==> config.mk <==
export PLATFORM = sky130hd
export DESIGN_NAME = spi_voice_regs
export DESIGN_NICKNAME = d
export VERILOG_FILES = /design/src/rtl/spi_voice_pkg.sv /design/src/rtl/spi_frame_shifter.sv /design/src/rtl/spi_voice_regs.sv
export SDC_FILE = /design/constraint.sdc
export NUM_CORES = 1
export LEC_CHECK = 0
export BUFFER_PORTS_ARGS = -buffer_cell sky130_fd_sc_hd__buf_2
export CORE_MARGIN = 2
export CORE_UTILIZATION = 40
export CTS_BUF_LIST = sky130_fd_sc_hd__clkbuf_8
export DETAILED_ROUTE_END_ITERATION = 10
export SYNTH_ARGS = -nofsm -noshare
export SYNTH_HDL_FRONTEND = slang
export SYNTH_HIERARCHICAL = 1
export SYNTH_SLANG_ARGS = --single-unit
==> constraint.sdc <==
create_clock -name clk -period 2.7 [get_ports clk]
set_input_delay 0.27 -clock clk [delete_from_list [all_inputs] [get_ports clk]]
set_output_delay 0.27 -clock clk [all_outputs]
set_load 0.05 [all_outputs]
==> src/rtl/spi_voice_pkg.sv <==
// Shared definitions for the SPI voice register block.
//  - CMD_* header command encodings
//  - payload field widths and LSB offsets (payload LSB = progn bit)
//  - FSM state enum
//  - width helpers for voice index and payload
package spi_voice_pkg;

  localparam logic [1:0] CMD_READ  = 2'b00;
  localparam logic [1:0] CMD_WRITE = 2'b01;
  localparam logic [1:0] CMD_BCAST = 2'b10;
  localparam logic [1:0] CMD_TRIG  = 2'b11;

  localparam int CMD_W   = 2;
  localparam int FIELD_W = 8;   // ADSR and filter coefficient fields
  localparam int FIXED_W = 49;  // payload bits excluding osc_count

  // Fixed LSB offsets; fields above osc_count move with OSC_W.
  localparam int OFS_PROGN = 0;
  localparam int OFS_FB    = 1;
  localparam int OFS_FA    = 9;
  localparam int OFS_OSC   = 17;

  typedef enum logic [1:0] {
    ST_IDLE,
    ST_HDR,
    ST_DATA,
    ST_COMMIT
  } st_e;

  function automatic int voice_w(input int n);
    return (n > 1) ? $clog2(n) : 1;
  endfunction

  function automatic int pay_w(input int osc_w);
    return FIXED_W + osc_w;
  endfunction

endpackage

==> src/rtl/spi_frame_shifter.sv <==
// Frame bit collector: PAY_W-deep shift register, saturating bit counter
// and overflow flag. Every frame bit (header included) is shifted in, so
// once a full-length frame has arrived the register holds exactly the
// payload; the header has fallen off the top.
// Ports:
//  clk, rst        clock, synchronous active-high reset
//  start_i         first bit of a frame (restarts count)
//  shift_i         subsequent frame bit valid
//  bit_i           serial bit
//  sr_o            last PAY_W bits received
//  cnt_o           bits received, saturating at FRAME_W
//  ovf_o           a bit arrived after FRAME_W bits were already in
module spi_frame_shifter #(
  parameter int PAY_W   = 61,
  parameter int FRAME_W = 65,
  parameter int CNT_W   = 7
) (
  input  logic             clk,
  input  logic             rst,
  input  logic             start_i,
  input  logic             shift_i,
  input  logic             bit_i,
  output logic [PAY_W-1:0] sr_o,
  output logic [CNT_W-1:0] cnt_o,
  output logic             ovf_o
);

  localparam logic [CNT_W-1:0] CNT_MAX = CNT_W'(FRAME_W);

  logic [PAY_W-1:0] sr_q;
  logic [CNT_W-1:0] cnt_q;
  logic             ovf_q;

  always_ff @(posedge clk) begin
    if (rst) begin
      sr_q  <= '0;
      cnt_q <= '0;
      ovf_q <= 1'b0;
    end else if (start_i) begin
      sr_q  <= {{(PAY_W-1){1'b0}}, bit_i};
      cnt_q <= CNT_W'(1);
      ovf_q <= 1'b0;
    end else if (shift_i) begin
      // Extra bits only flag overflow so the captured payload stays intact.
      if (cnt_q == CNT_MAX) begin
        ovf_q <= 1'b1;
      end else begin
        sr_q  <= {sr_q[PAY_W-2:0], bit_i};
        cnt_q <= cnt_q + CNT_W'(1);
      end
    end
  end

  assign sr_o  = sr_q;
  assign cnt_o = cnt_q;
  assign ovf_o = ovf_q;

endmodule

==> src/rtl/spi_voice_regs.sv <==
// Multi-voice SPI configuration receiver. Clock-synchronous frames (one
// bit per clk while nss low, MSB first) carry a header {CMD, VOICE} and
// an optional payload {ai,di,s,ri,osc_count,filter_a,filter_b,progn}.
// The payload is collected in a shadow shift register and copied into
// the target voice bank(s) in one cycle after nss rises, so each voice
// updates atomically.
// Optional feature macro: SPI_READBACK_EN (adds miso port and CMD 00 read).
// Ports:
//  clk, rst                         clock, synchronous active-high reset
//  nss, mosi                        frame select (active low), serial data in
//  miso                             readback data (SPI_READBACK_EN only)
//  adsr_ai/di/s/ri                  per-voice ADSR, voice v at [8v+7:8v]
//  osc_count                        per-voice oscillator count
//  filter_a/filter_b                per-voice filter coefficients
//  progn                            per-voice program mode, active low
//  trig                             one-cycle trigger pulse per voice
//  frame_err                        one-cycle pulse on a rejected frame
module spi_voice_regs
  import spi_voice_pkg::*;
#(
  parameter int NUM_VOICES = 4,
  parameter int OSC_W      = 12
) (
  input  logic                        clk,
  input  logic                        rst,
  input  logic                        nss,
  input  logic                        mosi,
`ifdef SPI_READBACK_EN
  output logic                        miso,
`endif
  output logic [8*NUM_VOICES-1:0]     adsr_ai,
  output logic [8*NUM_VOICES-1:0]     adsr_di,
  output logic [8*NUM_VOICES-1:0]     adsr_s,
  output logic [8*NUM_VOICES-1:0]     adsr_ri,
  output logic [OSC_W*NUM_VOICES-1:0] osc_count,
  output logic [8*NUM_VOICES-1:0]     filter_a,
  output logic [8*NUM_VOICES-1:0]     filter_b,
  output logic [NUM_VOICES-1:0]       progn,
  output logic [NUM_VOICES-1:0]       trig,
  output logic                        frame_err
);

  localparam int VOICE_W = voice_w(NUM_VOICES);
  localparam int HDR_W   = CMD_W + VOICE_W;
  localparam int PAY_W   = pay_w(OSC_W);
  localparam int FRAME_W = HDR_W + PAY_W;
  localparam int CNT_W   = $clog2(FRAME_W + 1);

  localparam int OFS_RI = OFS_OSC + OSC_W;
  localparam int OFS_S  = OFS_RI + FIELD_W;
  localparam int OFS_DI = OFS_S + FIELD_W;
  localparam int OFS_AI = OFS_DI + FIELD_W;

  localparam logic [CNT_W-1:0] CNT_FRAME    = CNT_W'(FRAME_W);
  localparam logic [CNT_W-1:0] CNT_HDR      = CNT_W'(HDR_W);
  localparam logic [CNT_W-1:0] CNT_HDR_LAST = CNT_W'(HDR_W - 1);

  st_e                   state_q;
  logic                  armed_q;
  logic [HDR_W-1:0]      hdr_q;
  logic [NUM_VOICES-1:0] wr_mask_q, trig_mask_q;
  logic                  err_pend_q;
  logic [NUM_VOICES-1:0] trig_q;
  logic                  frame_err_q;

  logic [NUM_VOICES-1:0][FIELD_W-1:0] ai_q, di_q, s_q, ri_q, fa_q, fb_q;
  logic [NUM_VOICES-1:0][OSC_W-1:0]   osc_q;
  logic [NUM_VOICES-1:0]              progn_q;

  logic [PAY_W-1:0] sr;
  logic [CNT_W-1:0] cnt;
  logic             ovf;
  logic             start, shift;

  // A frame may only begin once nss has been seen high, so a select held
  // low through reset release or a reset-aborted frame is ignored.
  assign start = (state_q == ST_IDLE) && armed_q && !nss;
  assign shift = ((state_q == ST_HDR) || (state_q == ST_DATA)) && !nss;

  spi_frame_shifter #(
    .PAY_W  (PAY_W),
    .FRAME_W(FRAME_W),
    .CNT_W  (CNT_W)
  ) u_shifter (
    .clk    (clk),
    .rst    (rst),
    .start_i(start),
    .shift_i(shift),
    .bit_i  (mosi),
    .sr_o   (sr),
    .cnt_o  (cnt),
    .ovf_o  (ovf)
  );

  // Header decode and frame verdict (only meaningful in DATA on nss rise).
  logic [CMD_W-1:0]      cmd;
  logic [VOICE_W-1:0]    vsel;
  logic [NUM_VOICES-1:0] vhot;
  logic                  voice_ok, len_full, len_hdr;
  logic [NUM_VOICES-1:0] wr_mask_d, trig_mask_d;
  logic                  err_d;

  assign cmd      = hdr_q[HDR_W-1 -: CMD_W];
  assign vsel     = hdr_q[VOICE_W-1:0];
  assign len_full = !ovf && (cnt == CNT_FRAME);
  assign len_hdr  = !ovf && (cnt == CNT_HDR);

  always_comb begin
    vhot     = '0;
    voice_ok = 1'b0;
    for (int v = 0; v < NUM_VOICES; v++) begin
      if (vsel == VOICE_W'(v)) begin
        vhot[v]  = 1'b1;
        voice_ok = 1'b1;
      end
    end
  end

  always_comb begin
    wr_mask_d   = '0;
    trig_mask_d = '0;
    err_d       = 1'b1;
    unique case (cmd)
      CMD_WRITE: if (len_full && voice_ok) begin
        wr_mask_d   = vhot;
        trig_mask_d = vhot;
        err_d       = 1'b0;
      end
      CMD_BCAST: if (len_full) begin
        wr_mask_d   = '1;
        trig_mask_d = '1;
        err_d       = 1'b0;
      end
      CMD_TRIG: if (len_hdr && voice_ok) begin
        trig_mask_d = vhot;
        err_d       = 1'b0;
      end
`ifdef SPI_READBACK_EN
      CMD_READ: if (len_full && voice_ok) begin
        err_d = 1'b0;
      end
`endif
      default: ;
    endcase
  end

  always_ff @(posedge clk) begin
    if (rst) begin
      state_q     <= ST_IDLE;
      armed_q     <= 1'b0;
      hdr_q       <= '0;
      wr_mask_q   <= '0;
      trig_mask_q <= '0;
      err_pend_q  <= 1'b0;
      trig_q      <= '0;
      frame_err_q <= 1'b0;
    end else begin
      trig_q      <= '0;
      frame_err_q <= 1'b0;
      if (nss) armed_q <= 1'b1;
      unique case (state_q)
        ST_IDLE: if (start) begin
          armed_q <= 1'b0;
          hdr_q   <= {{(HDR_W-1){1'b0}}, mosi};
          state_q <= ST_HDR;
        end
        ST_HDR: begin
          if (nss) begin
            // Frame ended inside the header: always rejected.
            wr_mask_q   <= '0;
            trig_mask_q <= '0;
            err_pend_q  <= 1'b1;
            state_q     <= ST_COMMIT;
          end else begin
            hdr_q <= {hdr_q[HDR_W-2:0], mosi};
            if (cnt == CNT_HDR_LAST) state_q <= ST_DATA;
          end
        end
        ST_DATA: if (nss) begin
          wr_mask_q   <= wr_mask_d;
          trig_mask_q <= trig_mask_d;
          err_pend_q  <= err_d;
          state_q     <= ST_COMMIT;
        end
        ST_COMMIT: begin
          trig_q      <= trig_mask_q;
          frame_err_q <= err_pend_q;
          wr_mask_q   <= '0;
          trig_mask_q <= '0;
          err_pend_q  <= 1'b0;
          state_q     <= ST_IDLE;
        end
        default: state_q <= ST_IDLE;
      endcase
    end
  end

  // Voice banks: copied from the shadow register in the commit cycle.
  always_ff @(posedge clk) begin
    if (rst) begin
      ai_q    <= '0;
      di_q    <= '0;
      s_q     <= '0;
      ri_q    <= '0;
      osc_q   <= '0;
      fa_q    <= '0;
      fb_q    <= '0;
      progn_q <= '1;
    end else if (state_q == ST_COMMIT) begin
      for (int v = 0; v < NUM_VOICES; v++) begin
        if (wr_mask_q[v]) begin
          ai_q[v]    <= sr[OFS_AI +: FIELD_W];
          di_q[v]    <= sr[OFS_DI +: FIELD_W];
          s_q[v]     <= sr[OFS_S +: FIELD_W];
          ri_q[v]    <= sr[OFS_RI +: FIELD_W];
          osc_q[v]   <= sr[OFS_OSC +: OSC_W];
          fa_q[v]    <= sr[OFS_FA +: FIELD_W];
          fb_q[v]    <= sr[OFS_FB +: FIELD_W];
          progn_q[v] <= sr[OFS_PROGN];
        end
      end
    end
  end

`ifdef SPI_READBACK_EN
  // Readback: the target voice is snapshotted into an output shift register
  // on the last header bit; miso then presents one payload bit per data
  // cycle, MSB first, and returns to 0 once the payload is exhausted.
  logic [HDR_W-1:0]   hdr_nxt;
  logic [VOICE_W-1:0] vsel_nxt;
  logic [PAY_W-1:0]   rd_sel, rd_load, rd_sr_q;
  logic               miso_q;

  assign hdr_nxt  = {hdr_q[HDR_W-2:0], mosi};
  assign vsel_nxt = hdr_nxt[VOICE_W-1:0];

  always_comb begin
    rd_sel = '0;
    for (int v = 0; v < NUM_VOICES; v++) begin
      if (vsel_nxt == VOICE_W'(v))
        rd_sel = {ai_q[v], di_q[v], s_q[v], ri_q[v], osc_q[v],
                  fa_q[v], fb_q[v], progn_q[v]};
    end
    rd_load = (hdr_nxt[HDR_W-1 -: CMD_W] == CMD_READ) ? rd_sel : '0;
  end

  always_ff @(posedge clk) begin
    if (rst) begin
      rd_sr_q <= '0;
      miso_q  <= 1'b0;
    end else begin
      miso_q <= 1'b0;
      if ((state_q == ST_HDR) && !nss && (cnt == CNT_HDR_LAST)) begin
        miso_q  <= rd_load[PAY_W-1];
        rd_sr_q <= {rd_load[PAY_W-2:0], 1'b0};
      end else if ((state_q == ST_DATA) && !nss) begin
        miso_q  <= rd_sr_q[PAY_W-1];
        rd_sr_q <= {rd_sr_q[PAY_W-2:0], 1'b0};
      end else begin
        rd_sr_q <= '0;
      end
    end
  end

  assign miso = miso_q;
`endif

  assign adsr_ai   = ai_q;
  assign adsr_di   = di_q;
  assign adsr_s    = s_q;
  assign adsr_ri   = ri_q;
  assign osc_count = osc_q;
  assign filter_a  = fa_q;
  assign filter_b  = fb_q;
  assign progn     = progn_q;
  assign trig      = trig_q;
  assign frame_err = frame_err_q;

endmodule
==> results of run 1 <==
## cell type report
cell class | count | area [um^2]
multi-input combinational | 992 | 4870
tap | 390 | 488
sequential | 334 | 6690
clock buffer | 73 | 1000
timing repair buffer | 271 | 1500
clock inverter | 23 | 179
inverter | 11 | 41.3
fill | 2934 | 14800
## flip-flops by register name, indices dropped and copies added, names as in the netlist, 2 cells and up
register and count:
u_shifter/sr_o 61, osc_count 48, adsr_ai 32, adsr_di 32, adsr_ri 32, adsr_s 32, filter_a 32, filter_b 32
u_shifter/cnt_o 7, hdr_q 4, progn 4, trig 4, trig_mask_q 4, wr_mask_q 4, state_q 2
## cell usage in the layout, fill, tap and decap left out, types with 2 or more instances in the layout
cell type / Yosys / routed
a221o_1: 4 / 4
dfxtp_1: 334 / 334
nand2_1: 565 / 561
nand4_1: 4 / 4
inv_1: 11 / 27
nand2b_1: 7 / 7
mux2i_1: 63 / 63
nand3_1: 5 / 5
nand2_2: 0 / 4
buf_4: 0 / 11
nor2_1: 15 / 14
nor4_1: 2 / 2
buf_2: 18 / 251
xor2_1: 2 / 2
nand3b_1: 4 / 4
clkbuf_8: 0 / 74
bufinv_16: 0 / 3
nor4b_1: 2 / 2
and2_2: 0 / 4
nor2b_1: 6 / 6
nor3b_1: 2 / 2
a211oi_1: 3 / 3
and2_1: 9 / 5
a31oi_1: 6 / 6
o21ai_0: 11 / 11
and3_1: 2 / 2
or3_1: 2 / 2
buf_12: 0 / 7
a21oi_1: 250 / 250
ha_1: 11 / 11
clkinv_2: 0 / 2
## per-stage QoR
step | instance area, um^2 | setup slack (ns) | util
floorplan | 12000 | 0.724 | -
global placement | 13600 | 0.667 | 0.459
detailed placement | 13600 | 0.613 | 0.459
CTS | 14800 | 0.598 | 0.500
global route | 14800 | 0.402 | 0.500
finish | 14800 | 0.619 | 0.500
## power by group through the flow
stage | logic, mW | registers (mW) | clock network [mW]
after floorplan | 0.662 | 5.11 | 0
after global placement | 0.783 | 5.13 | 0
after detailed placement | 0.795 | 5.13 | 0
after CTS | 0.800 | 5.02 | 4.77
after global routing | 0.873 | 5.02 | 4.98
final | 0.796 | 5.02 | 4.65
## cells in the mapped netlist (all sizes together)
cell,instances,area share
a2111o,1,0.00094
a211o,1,0.00073
a211oi,3,0.0019
a21boi,2,0.0016
a21oi,250,0.10
a221o,4,0.0033
a221oi,1,0.0013
a311oi,1,0.00073
a31oi,6,0.0031
and2,9,0.0047
and3,2,0.0010
and3b,1,0.00073
buf,25,0.012
clkbuf,72,0.023
dfxtp,334,0.56
ha,11,0.011
inv,11,0.0034
mux2i,63,0.053
nand2,565,0.18
nand2b,7,0.0037
nand3,5,0.0021
nand3b,4,0.0025
nand4,4,0.0021
nor2,15,0.0047
nor2b,6,0.0031
nor3,1,0.00042
nor3b,2,0.0013
nor4,3,0.0028
nor4b,4,0.0047
o211a,1,0.00084
o211ai,1,0.00063
o21ai,12,0.0053
o21bai,1,0.00063
or2,1,0.00052
or3,2,0.0010
or4b,1,0.00084
xor2,2,0.0015
## worst min path at each step
stage | startpoint | end | slack, ns | depth (start not counted)
final | nss | armed_q$_SDFF_PP0_ | 0.07 | 3
after CTS | nss | armed_q$_SDFF_PP0_ | 0.04 | 3
after global placement | osc_count[24]$_SDFFE_PP0P_ | osc_count[24]$_SDFFE_PP0P_ | 0.44 | 2
after detailed placement | filter_a[21]$_SDFFE_PP0P_ | filter_a[21]$_SDFFE_PP0P_ | 0.44 | 2
after global routing | nss | armed_q$_SDFF_PP0_ | 0.08 | 3
after floorplan | rst | u_shifter/cnt_o[0]$_SDFFE_PP0P_ | 0.35 | 1
## routing by layer
layer / up-vias / routed length [um] / GRT usage
li1: 5167 / - / -
met1: 4863 / 15400 / 0.278
met2: 284 / 15200 / 0.328
met3: 54 / 2530 / 0.0601
met4: 0 / 685 / 0.0610
met5: - / 0 / 0
## tightest hold or removal path, cell delays in order
cell and delay (ns):
buf_2 0.16, inv_1 0.10, a21oi_1 0.06
## cells by family after synthesis
| family | count (synthesis) |
|---|---|
| AO/OA/AOI/OAI | 284 |
| XOR/XNOR | 2 |
| adder cells (fa/ha/maj) | 11 |
| buffers and inverters | 108 |
| flip-flops | 334 |
| multiplexers | 63 |
| AND/OR/NAND/NOR | 632 |
==> metrics.md, run 1 <==
| Metric | Value |
|---|---|
| Post-synth cell types | 44 |
| CP Buf/Inv Count | 2 |
| Reg power frac | 0.480 |
| Largest net degree at the start of global routing | between 100 and 150 |
| Mapped Area | 12000 um^2 |
| Status | completed |
| Area share of fa/ha/maj cells after synthesis | 0.0115 |
| Vias in the first global route | 9665 |
| Post-synthesis compound-gate area fraction | 0.125 |
| Slew HR | 0.296 |
| CP Cell Sequence | inv_1 > ha_1 > and3_1 > nor2_4 > buf_4 > nand2_1 > mux2i_1 |
| Setup CP Type | reg2reg |
| Die area | 31400 um^2 |
| Syn. warnings | 6 |
| Slowest CP cell | nor2_4 |
| Clock root cell | clkbuf_8 |
| Final wirelength | 33.8 mm |
| Clock tree buffer depth | 3 |
| Via count | 10368 |
| Post-DP HPWL | 21.6 mm |
| Tmin final | around 2.1 ns |
| Logic gate share of total power | 0.076 |
| 1st-pass router iterations | 5 |
| Iteration-0 DRC Markers | between 600 and 700 |
| Largest delay share family, worst path | simple AND/OR/NAND/NOR gates |
| Gr usage total | 0.209 |
| Clk_lat worst skew | about 0.58 ns |
| Reg2Reg Capture Point | u_shifter/sr_o[20]$_SDFFE_PP0P_ |
| Synth Area in XOR/XNOR | 0.00146 |
| Worst slew pin tran | 1.06 ns |
| I/O Pins | around 250 |
| Post-route insts no fill | about 2100 |
| Post-synthesis mux area share | 0.0526 |
| Power Density | 709 nW/um^2 |
| Clock buffer count from CTS | 54 |
| GR Overflow Total | 0 |
| Area grow syn2layout | 23.3% |
| Crit path required time | 3.19 ns |
| H-tree depth | 2 |
| Total power | 10.5 mW |
| Antenna Nets Post-Route | 0 |
| Final Hold Fails | 0 |
| Clock tree from TritonCTS | done |
| Worst-path maximum fanout | 20 |
| Post-synthesis cell count | 1434 |
| Initial antenna violation count | 0 |
| Reg2reg start | state_q[1]$_SDFFE_PP0P_ |
| Worst setup path start | state_q[1]$_SDFFE_PP0P_ |
| Worst setup EP type | register |
| Setup crit end | u_shifter/sr_o[20]$_SDFFE_PP0P_ |
| Post-CTS sizing | 0 |
| Largest family of logic cells by synthesized area | simple AND/OR/NAND/NOR gates |
| CTS clk-pin slew, worst paths | 0.06 ns |
| Share of cells above drive strength 1 | 0.215 |
| Synthesized flop and latch total | 334 |
| Via density | 4.95 |
| Hold Path Class | in2reg |
| Final slew viol count | 0 |
| Post-Synth Simple-Gate Area | 0.213 |
| P_leak | 5.92 nW |
| Port Buf Inserts | ~250 |
| Gp weighted congestion | 0.758 |
| Core Area | 29600 um^2 |
| Sequential fraction of the synthesis area | 0.558 |
| First-pass GRT wire length | 52.7 mm |
| Critical path arrival | 2.57 ns |
| Starting Density | 0.405 |
| Final hold slack | 0.0737 ns |
| Final period util | 0.771 |
| Nets@finish | 1679 |
| Row cnt | 63 |
| Max IR drop VDD | 692 uV |
| Sink Count | roughly 330 |
| R2r setup slk | 0.62 ns |
| Dpl cells | 1997 |
| Max-cap viol count | 0 |
| Hold-fix buffers, CTS | 1 |
| Synthesized area per cell | around 8.4 um^2 |
| Post CTS Setup Buffer Count | 0 |
| Psw | 2.51 mW |
| Switching share of total power | 0.239 |
| Die Y | 177 um |
| DR WL/cell | between 15 and 20 um |
| Clock power share | 0.444 |
| CP Depth | 7 |
| R2r worst-path depth | 7 |
| Fin Setup TNS | 0 ns |
| Synth Net Count | ~1400 |
| Final Skew | ~0.025 ns |
| RSZ-0062 raised after global routing | false |
| Max Freq | 481 MHz |
| P_int | 7.96 mW |
| Setup-failing EPs final | 0 |
| Drc violations | 0 |
| Die width | 177 um |
| Largest stage delay on the critical path | 0.44 ns |
| Critical path launch point type | register |
| N_diodes | 0 |
Note: power is estimated with default switching activity, not from simulation.
==> run 2: changes to the inputs <==
==> constraint.sdc (replaced) <==
create_clock -name clk -period 1.77 [get_ports clk]
set_input_delay 0.177 -clock clk [delete_from_list [all_inputs] [get_ports clk]]
set_output_delay 0.177 -clock clk [all_outputs]
set_load 0.05 [all_outputs]
==> metrics.md, run 2 (synthesis gave the netlist of run 1 again) <==
| Metric | Value |
|---|---|
| Final period util | 0.961 (was 0.771) |
| Final Hold Fails | 0 (unchanged) |
| Initial antenna violation count | 0 (unchanged) |
| Critical path arrival | 2.20 ns (was 2.57 ns) |
| Reg2Reg Capture Point | u_shifter/sr_o[25]$_SDFFE_PP0P_ (was u_shifter/sr_o[20]$_SDFFE_PP0P_) |
| I/O Pins | 253 (unchanged) |
| H-tree depth | 2 (unchanged) |
| Starting Density | 0.405 (unchanged) |
| Dpl cells | 2024 (was 1997) |
| Port Buf Inserts | 252 (unchanged) |
| N_diodes | 0 (unchanged) |
| Reg2reg start | state_q[0]$_SDFFE_PP0P_ (was state_q[1]$_SDFFE_PP0P_) |
| First-pass GRT wire length | 53.4 mm (was 52.7 mm) |
| Post-DP HPWL | 22.3 mm (was 21.6 mm) |
| P_leak | 6.18 nW (was 5.92 nW) |
| Die Y | 177 um (unchanged) |
| DP Worst Slack | 0.0259 ns (was 0.613 ns) |
| 1st-pass router iterations | 4 (was 5) |
| Tmin final | 1.70 ns (was 2.08 ns) |
| Clk_lat worst skew | 0.58 ns (about the same) |
| Max Freq | 588 MHz (was 481 MHz) |
| Status | completed (unchanged) |
| Critical path launch point type | register (unchanged) |
| Drc violations | 0 (unchanged) |
| Clock buffer count from CTS | 54 (unchanged) |
| Worst setup EP type | register (unchanged) |
| Crit path required time | 2.27 ns (was 3.19 ns) |
| Hold Startpoint | rst (was nss) |
| Die area | 31400 um^2 (unchanged) |
| Hold Path Class | in2reg (unchanged) |
| Vias in the first global route | 9888 (was 9665) |
| Via density | 4.95 (about the same) |
| CTS clk-pin slew, worst paths | 0.07 ns (was 0.06 ns) |
| Max reg flops | 61 (unchanged) |
| Sink Count | 334 (unchanged) |
| Via count | 10563 (was 10368) |
| Antenna Nets Post-Route | 0 (unchanged) |
| R2r setup slk | 0.07 ns (was 0.62 ns) |
| Final wirelength | 34.9 mm (was 33.8 mm) |
| Clock tree from TritonCTS | done (unchanged) |
| Gr usage total | 0.212 (was 0.209) |
| Iteration-0 DRC Markers | 779 (was 654) |
| Share of cells above drive strength 1 | 0.234 (was 0.215) |
| Nets@finish | 1720 (was 1679) |
| Largest net degree at the start of global routing | 76 (was 116) |
| Clock tree buffer depth | 3 (unchanged) |
| Clock root cell | clkbuf_8 (unchanged) |
| Setup-failing EPs final | 0 (unchanged) |
| Final slew viol count | 0 (unchanged) |
| Die width | 177 um (unchanged) |
| Slew HR | 0.488 (was 0.296) |
| Commonest non-fill, non-tap cell in the layout | nand2_1 (unchanged) |
| GR Overflow Total | 0 (unchanged) |
| Gp weighted congestion | 0.824 (was 0.758) |
| Most frequent cells in the layout | nand2_1 (561), dfxtp_1 (331), buf_2 (251), a21oi_1 (249), clkbuf_8 (66) (was nand2_1 (561), dfxtp_1 (334), buf_2 (251), a21oi_1 (250), clkbuf_8 (74)) |
| Worst-path maximum fanout | 7 (was 20) |
| Max-cap viol count | 0 (unchanged) |
| RSZ-0062 raised after global routing | true (was false) |
| R2r worst-path depth | 7 (unchanged) |
| Core Area | 29600 um^2 (unchanged) |
| Power Density | 1050 nW/um^2 (was 709 nW/um^2) |
| DR WL/cell | 16.4 um (was 16.2 um) |
| Max IR drop VDD | 535 uV (was 692 uV) |
| Post-route insts no fill | 2133 (was 2094) |
| Row cnt | 63 (unchanged) |
| Final hold slack | 0.0664 ns (was 0.0737 ns) |
| Setup CP Type | reg2reg (unchanged) |
| Worst slew pin tran | 0.768 ns (was 1.06 ns) |
| Area grow syn2layout | 27.5% (was 23.3%) |
| Worst Hold End | u_shifter/cnt_o[6]$_SDFFE_PP0P_ (was armed_q$_SDFF_PP0_) |
| Worst hold stages | 3 (unchanged) |
| Worst Slack Setup Final | 0.0693 ns (was 0.619 ns) |
| Final Skew | 0.0290 ns (was 0.0252 ns) |
[run 2: changes by cell type in the layout (fill, tap and decap cells not counted), moves of 3 or more]
cell       change
buf_4         +17
clkbuf_8       -8
dfxtp_2        +3
buf_12        +14
buf_6          +5
clkbuf_16      +4
dfxtp_1        -3
inv_1          +5
[run 2: power by group]
| part | switching (mW) | leakage (nW) | internal [mW] |
|---|---|---|---|
| combinational | 0.946 | 2.85 | 0.895 |
| sequential | 0.0642 | 2.69 | 7.58 |
| clock | 2.98 | 0.632 | 3.60 |
[run 2: per-stage QoR]
stage	total power, mW	cell area [um^2]	TNS (ns)	utilization
after floorplan	8.83	12000	0	-
after global routing	16.7	15300	-0.150	0.517
after detailed placement	9.22	14000	0	0.472
final	16.1	15300	0	0.517
after global placement	9.20	14000	0	0.472
after CTS	15.8	15100	0	0.510
[run 2: worst max-delay path by stage]
| stage | start | to | slack (ns) | cells after the start |
|---|---|---|---|---|
| global route | state_q[1]$_SDFFE_PP0P_ | u_shifter/cnt_o[6]$_SDFFE_PP0P_ | -0.03 | 7 |
| finish | state_q[0]$_SDFFE_PP0P_ | u_shifter/sr_o[25]$_SDFFE_PP0P_ | 0.07 | 7 |
| floorplan | state_q[1]$_SDFFE_PP0P_ | u_shifter/sr_o[32]$_SDFFE_PP0P_ | 0.01 | 9 |
| detailed placement | state_q[0]$_SDFFE_PP0P_ | u_shifter/cnt_o[6]$_SDFFE_PP0P_ | 0.03 | 7 |
| global placement | state_q[0]$_SDFFE_PP0P_ | u_shifter/cnt_o[5]$_SDFFE_PP0P_ | 0.03 | 7 |
| CTS | state_q[0]$_SDFFE_PP0P_ | u_shifter/cnt_o[6]$_SDFFE_PP0P_ | 0.04 | 7 |
[run 2: what timing repair did]
| action | in CTS | in global routing |
|---|---|---|
| resized for setup | 1 | 12 |
| setup endpoints to repair | 1 | 93 |
| pin swaps | 0 | 2 |
| hold endpoints to repair | 3 | 0 |
| hold buffers | 2 | 0 |
| buffers inserted | 0 | 8 |
| cloned | 0 | 5 |
[run 2: layout make-up]
class,instances,area (um^2)
fill,2858,14300
sequential,334,6690
multi-input combinational,992,4910
timing repair buffer,312,2080
clock buffer,65,895
tap,390,488
clock inverter,29,181
inverter,11,41.3
[run 2: metal layers]
| layer | share of wire | GRT usage | up-vias |
|---|---|---|---|
| met5 | 0 | 0 | - |
| li1 | - | - | 5243 |
| met4 | 0.020 | 0.0613 | 0 |
| met2 | 0.47 | 0.342 | 299 |
| met3 | 0.070 | 0.0612 | 58 |
| met1 | 0.44 | 0.276 | 4963 |
[run 2: critical path: stages (launching register included)]
cell and delay, ns:
dfxtp_2 0.33, inv_2 0.06, ha_1 0.30, nor2b_4 0.16
a21boi_4 0.25, buf_4 0.18, buf_6 0.17, mux2i_1 0.19
